==> src/rtl/time_param_loader.sv <==
// Sequences four 4-bit time parameters into a controller via Selector/Value/Reprogram handshakes.
// Optional macro TIME_PARAM_LOADER_MASK_EN adds Load_Mask to choose which indices are programmed.
module time_param_loader #(
    parameter int unsigned SETUP_CYCLES = 2,
    parameter int unsigned PULSE_CYCLES = 4
) (
    input  logic       clk,
    input  logic       Reset,
    input  logic       Load_Req,
    input  logic       Abort,
`ifdef TIME_PARAM_LOADER_MASK_EN
    input  logic [3:0] Load_Mask,
`endif
    input  logic [3:0] Param0,
    input  logic [3:0] Param1,
    input  logic [3:0] Param2,
    input  logic [3:0] Param3,
    output logic [1:0] Selector,
    output logic [3:0] Value,
    output logic       Reprogram,
    output logic       Busy,
    output logic       Done
);

    if (SETUP_CYCLES < 1 || SETUP_CYCLES > 15) begin : g_bad_setup
        $error("SETUP_CYCLES must be in 1..15");
    end
    if (PULSE_CYCLES < 2 || PULSE_CYCLES > 15) begin : g_bad_pulse
        $error("PULSE_CYCLES must be in 2..15");
    end

    localparam logic [3:0] SETUP_LAST = 4'(SETUP_CYCLES - 1);
    localparam logic [3:0] PULSE_LAST = 4'(PULSE_CYCLES - 1);

    typedef enum logic [2:0] {
        IDLE  = 3'd0,
        SETUP = 3'd1,
        PULSE = 3'd2,
        HOLD  = 3'd3,
        NEXT  = 3'd4
    } state_t;

    state_t     state_q, state_d;
    logic [3:0] cnt_q, cnt_d;
    logic [3:0] mask_q, mask_d;
    logic [3:0] params_q [4];
    logic [3:0] params_d [4];
    logic [3:0] param_in [4];
    logic [3:0] mask_in;
    logic [1:0] sel_d;
    logic [3:0] val_d;
    logic       rep_d;
    logic       busy_d;
    logic       done_d;
    logic [2:0] first_hit;
    logic [2:0] next_hit;

`ifdef TIME_PARAM_LOADER_MASK_EN
    assign mask_in = Load_Mask;
`else
    assign mask_in = 4'hF;
`endif

    always_comb begin
        param_in[0] = Param0;
        param_in[1] = Param1;
        param_in[2] = Param2;
        param_in[3] = Param3;
    end

    // Lowest enabled index at or above start; result is {found, index}.
    function automatic logic [2:0] find_from(input logic [3:0] mask, input logic [2:0] start);
        logic       found;
        logic [1:0] idx;
        found = 1'b0;
        idx   = 2'd0;
        for (int i = 0; i < 4; i++) begin
            if (!found && mask[i] && (3'(i) >= start)) begin
                found = 1'b1;
                idx   = 2'(i);
            end
        end
        return {found, idx};
    endfunction

    assign first_hit = find_from(mask_in, 3'd0);
    assign next_hit  = find_from(mask_q, {1'b0, Selector} + 3'd1);

    always_comb begin
        state_d  = state_q;
        cnt_d    = cnt_q + 4'd1;
        mask_d   = mask_q;
        params_d = params_q;
        sel_d    = Selector;
        val_d    = Value;
        rep_d    = 1'b0;
        busy_d   = Busy;
        done_d   = 1'b0;

        case (state_q)
            IDLE: begin
                cnt_d  = 4'd0;
                busy_d = 1'b0;
                if (Load_Req && !Abort) begin
                    params_d = param_in;
                    mask_d   = mask_in;
                    busy_d   = 1'b1;
                    if (first_hit[2]) begin
                        sel_d   = first_hit[1:0];
                        val_d   = param_in[first_hit[1:0]];
                        state_d = SETUP;
                    end else begin
                        // Nothing enabled: spend one busy cycle in NEXT, which then finishes.
                        state_d = NEXT;
                    end
                end
            end
            SETUP: begin
                if (cnt_q == SETUP_LAST) begin
                    state_d = PULSE;
                    cnt_d   = 4'd0;
                    rep_d   = 1'b1;
                end
            end
            PULSE: begin
                rep_d = 1'b1;
                if (cnt_q == PULSE_LAST) begin
                    state_d = HOLD;
                    cnt_d   = 4'd0;
                    rep_d   = 1'b0;
                end
            end
            HOLD: begin
                if (cnt_q == SETUP_LAST) begin
                    state_d = NEXT;
                    cnt_d   = 4'd0;
                end
            end
            NEXT: begin
                cnt_d = 4'd0;
                if (next_hit[2]) begin
                    sel_d   = next_hit[1:0];
                    val_d   = params_q[next_hit[1:0]];
                    state_d = SETUP;
                end else begin
                    state_d = IDLE;
                    busy_d  = 1'b0;
                    done_d  = 1'b1;
                end
            end
            default: begin
                state_d = IDLE;
                cnt_d   = 4'd0;
                busy_d  = 1'b0;
            end
        endcase

        // Abort wins over everything, leaves Selector/Value where they were.
        if (Abort && (state_q != IDLE)) begin
            state_d = IDLE;
            cnt_d   = 4'd0;
            sel_d   = Selector;
            val_d   = Value;
            rep_d   = 1'b0;
            busy_d  = 1'b0;
            done_d  = 1'b0;
        end
    end

    always_ff @(posedge clk or negedge Reset) begin
        if (!Reset) begin
            state_q   <= IDLE;
            cnt_q     <= 4'd0;
            mask_q    <= 4'd0;
            params_q  <= '{default: 4'd0};
            Selector  <= 2'd0;
            Value     <= 4'd0;
            Reprogram <= 1'b0;
            Busy      <= 1'b0;
            Done      <= 1'b0;
        end else begin
            state_q   <= state_d;
            cnt_q     <= cnt_d;
            mask_q    <= mask_d;
            params_q  <= params_d;
            Selector  <= sel_d;
            Value     <= val_d;
            Reprogram <= rep_d;
            Busy      <= busy_d;
            Done      <= done_d;
        end
    end

endmodule

==> config.mk <==
export PLATFORM = sky130hd
export DESIGN_NAME = time_param_loader
export DESIGN_NICKNAME = d
export VERILOG_FILES = /design/src/rtl/time_param_loader.sv
export SDC_FILE = /design/constraint.sdc
export NUM_CORES = 1
export LEC_CHECK = 0
export ABC_AREA = 1
export CAP_MARGIN = 30
export CORE_UTILIZATION = 52
export DETAILED_ROUTE_END_ITERATION = 7
export GPL_TIMING_DRIVEN = 0
export PLACE_DENSITY = 0.79
export SETUP_SLACK_MARGIN = 0.5
export SYNTH_ARGS = -nofsm -noshare
export SYNTH_HDL_FRONTEND = slang
export SYNTH_SLANG_ARGS = --single-unit
==> constraint.sdc <==
create_clock -name clk -period 3.4 [get_ports clk]
set_input_delay 0.68 -clock clk [delete_from_list [all_inputs] [get_ports clk]]
set_output_delay 0.68 -clock clk [all_outputs]
set_load 0.02 [all_outputs]
==> flow_metrics.py <==
metrics = {
    "cts": {
        "insertion_delay_ps": 340,
        "cts_tree": "built",
        "hold_buffers": 0,
        "path_clk_slew_ps": 100,
        "ctsHtreeMaxLevel": 2,
        "numClockSinks": 33,
        "cts_buffers": 5,
        "post_cts_buffers": 0,
        "cts_buffer_depth": 2,
        "clockRootBuffer": "clkbuf_4",
        "cts-resized-gates": 0,
    },
    "sta": {
        "relSlewSlack_pct": 53.46,
        "fin_crit_sh_pct": 62.14,
        "fin_skew_ps": 7.284,
        "worst_pin_slew_ps": 698.2,
        "hold_ws_ps": 379.0,
        "fin_crit_ps": 2113,
        "rsz0062_at_grt": "false",
        "setup_viol_count_final": 0,
        "slew_violations": 0,
        "timing_hold_violations_final": 0,
        "setup_tns_ps": 0,
        "fmax_ghz": 0.4733,
    },
    "synth": {
        "syn_inst": 226,
        "synth_cell_types": 22,
        "syn_nets": 249,
        "synth-seq-cells": 33,
        "synth_warnings": 0,
        "yosysSeqAreaShare_pct": 48.74,
        "synth.avg_cell_area_um2": 7.496,
        "synth_area_um2": 1694,
    },
    "detailed_routing": {
        "drt_iter0_drc": 52,
        "vias": 1480,
        "drtPass1Iterations": 4,
        "drt_wl_total_mm": 3.236,
        "routedWlPerCell_um": 10.58,
        "ant_nets": 0,
        "routed_via_density": 4.837,
        "drc_errors": 0,
    },
    "layout": {
        "fin_nets": 284,
        "area_delta_synth_final_pct": 23.63,
        "final_common_cell": "nand2_1",
        "drive_above_1_share_pct": 6.870,
        "diodes": 0,
        "stdcell_count": 306,
        "mostFrequentLayoutCells": "80 x nand2_1, 33 x dfrtp_1, 32 x inv_1, 27 x clkdlybuf4s50_1, 20 x nor2_1",
    },
    "place": {
        "place_inst": 298,
        "gp_congestion": 0.8182,
        "dp_hpwl_mm": 2.435,
        "port_buffers": 28,
    },
    "global_route": {
        "grt_usage_pct": 21.35,
        "grt_pass1_wl_mm": 5.423,
        "grt_max_degree": 34,
        "antenna_found_initial": 0,
        "gr-total-overflow": 0,
        "first_global_vias": 1308,
    },
    "worst_setup_path": {
        "worstPathMaxFanout": 6,
        "r2r-start": "cnt_q[1]$_DFF_PN0_",
        "r2r_end": "state_q[1]$_DFFE_PN0P_",
        "cpLargestDelayFamily": "buffers and inverters",
        "end_kind": "primary output",
        "worstSetupStartpointType": "flop",
        "crit_slowest_cell": "clkdlybuf4s50_1",
        "worstPathArrival_ps": 1430,
        "criticalPathCategory": "reg -> out",
        "path_buf_inv": 1,
        "critPathMaxStageDelay_ps": 640,
        "cp.required_ps": 2720,
        "crit_chain": "clkdlybuf4s50_1",
        "reg2reg_depth": 9,
        "r2r_slack_ps": 1980,
    },
    "floorplanning": {
        "die_area_um2": 3490,
        "die_height_um": 59.08,
        "rows": 20,
        "fp.dieW_um": 59.08,
        "initial_utilization_pct": 55.04,
        "top_level_ports": 29,
        "core_um2": 3078,
    },
    "hold_path": {
        "hold_path_class": "in -> async",
    },
    "run_status": {
        "outcome": "completed",
    },
    "power": {
        "total_power_mw": 1.423,
        "p_leak_nw": 1.085,
        "cellPowerDensity_nw_per_um2": 679.3,
        "ir_drop_v": 0.0003875,
    },
    "run": {
        "max-cap-violations": 0,
    },
}
-- final cells by class --
cell class | count | area (um^2)
fillers | 266 | 983.4
flip-flops and latches | 33 | 825.8
multi-input cells | 154 | 706.9
repair buffers | 28 | 275.3
inverters | 33 | 123.9
clock buffers | 7 | 65.06
well taps | 44 | 55.05
plain buffers | 6 | 37.54
clock inverters | 1 | 5.005
-- logic make-up after synthesis --
kind of cell	synth area share, %
AND/OR/NAND/NOR	30.65
AO/OA/AOI/OAI	7.829
flip-flops	48.74
XOR/XNOR	1.034
buffers and inverters	9.527
adder cells (fa/ha/maj)	2.216
-- per-layer routing --
| layer | vias to the layer above | track usage (%) | share of wire, % |
|---|---|---|---|
| li1 | 769 | - | - |
| met1 | 662 | 28.09 | 50 |
| met2 | 39 | 31.98 | 43 |
| met3 | 10 | 4.803 | 4.2 |
| met4 | 0 | 13.27 | 2.8 |
| met5 | - | 0 | 0 |
-- cells in the mapped netlist --
| cell type | count | area share [%] |
|---|---|---|
| a21oi_1 | 3 | 0.89 |
| a21oi_2 | 1 | 0.52 |
| buf_4 | 2 | 0.89 |
| buf_6 | 1 | 0.66 |
| clkbuf_1 | 3 | 0.66 |
| dfrtp_1 | 33 | 49 |
| ha_1 | 3 | 2.2 |
| inv_1 | 32 | 7.1 |
| inv_2 | 1 | 0.22 |
| nand2_1 | 80 | 18 |
| nand2_2 | 1 | 0.37 |
| nand3_1 | 19 | 5.6 |
| nand3_4 | 1 | 1.0 |
| nand3b_1 | 1 | 0.44 |
| nor2_1 | 20 | 4.4 |
| nor2_2 | 1 | 0.37 |
| nor2_4 | 1 | 0.66 |
| o211ai_1 | 1 | 0.44 |
| o21ai_0 | 19 | 5.6 |
| o22ai_1 | 1 | 0.37 |
| xnor2_1 | 1 | 0.52 |
| xor2_1 | 1 | 0.52 |
-- report_power, final --
| part | total (mW) | internal (mW) | switching, mW |
|---|---|---|---|
| Combinational | 0.542 | 0.230 | 0.312 |
| Sequential | 0.632 | 0.535 | 0.0973 |
| Clock | 0.249 | 0.120 | 0.129 |
| Total | 1.42 | 0.885 | 0.538 |
-- sequential cells by signal, summed over array words and instances, names as in the netlist --
name	count
Busy	1
Selector	2
Reprogram	1
Value	4
mask_q	1
state_q	3
Done	1
cnt_q	4
params_q	16
-- how the worst max path moves through the flow --
stage	endpoint	cells after the start	from
global route	Selector[0]	1	Selector[0]$_DFFE_PN0P_
floorplan	Selector[0]$_DFFE_PN0P_	8	Load_Req
finish	Selector[0]	1	Selector[0]$_DFFE_PN0P_
global placement	Selector[1]$_DFFE_PN0P_	1	Reset
CTS	Selector[0]	1	Selector[0]$_DFFE_PN0P_
detailed placement	Selector[0]$_DFFE_PN0P_	9	Load_Req
-- per-stage QoR --
stage,worst slack (ps),utilization [%],area [um^2]
3_5_place_dp,1327,65.77,2024
2_1_floorplan,1918,-,1694
6_report,1287,68.05,2095
4_1_cts,1281,68.05,2095
3_3_place_gp,1009,65.94,2029
5_1_grt,1233,68.05,2095
-- worst register-to-register path, stage by stage, from the launching register on --
cell and delay, ps:
dfrtp_1 420, inv_1 70, ha_1 160, nand3_1 120
nand2_1 100, nand2_1 50, nand2_1 150, nand2_1 120
nand2_1 70, nand2_1 50
(Power assumes the default switching activity.)
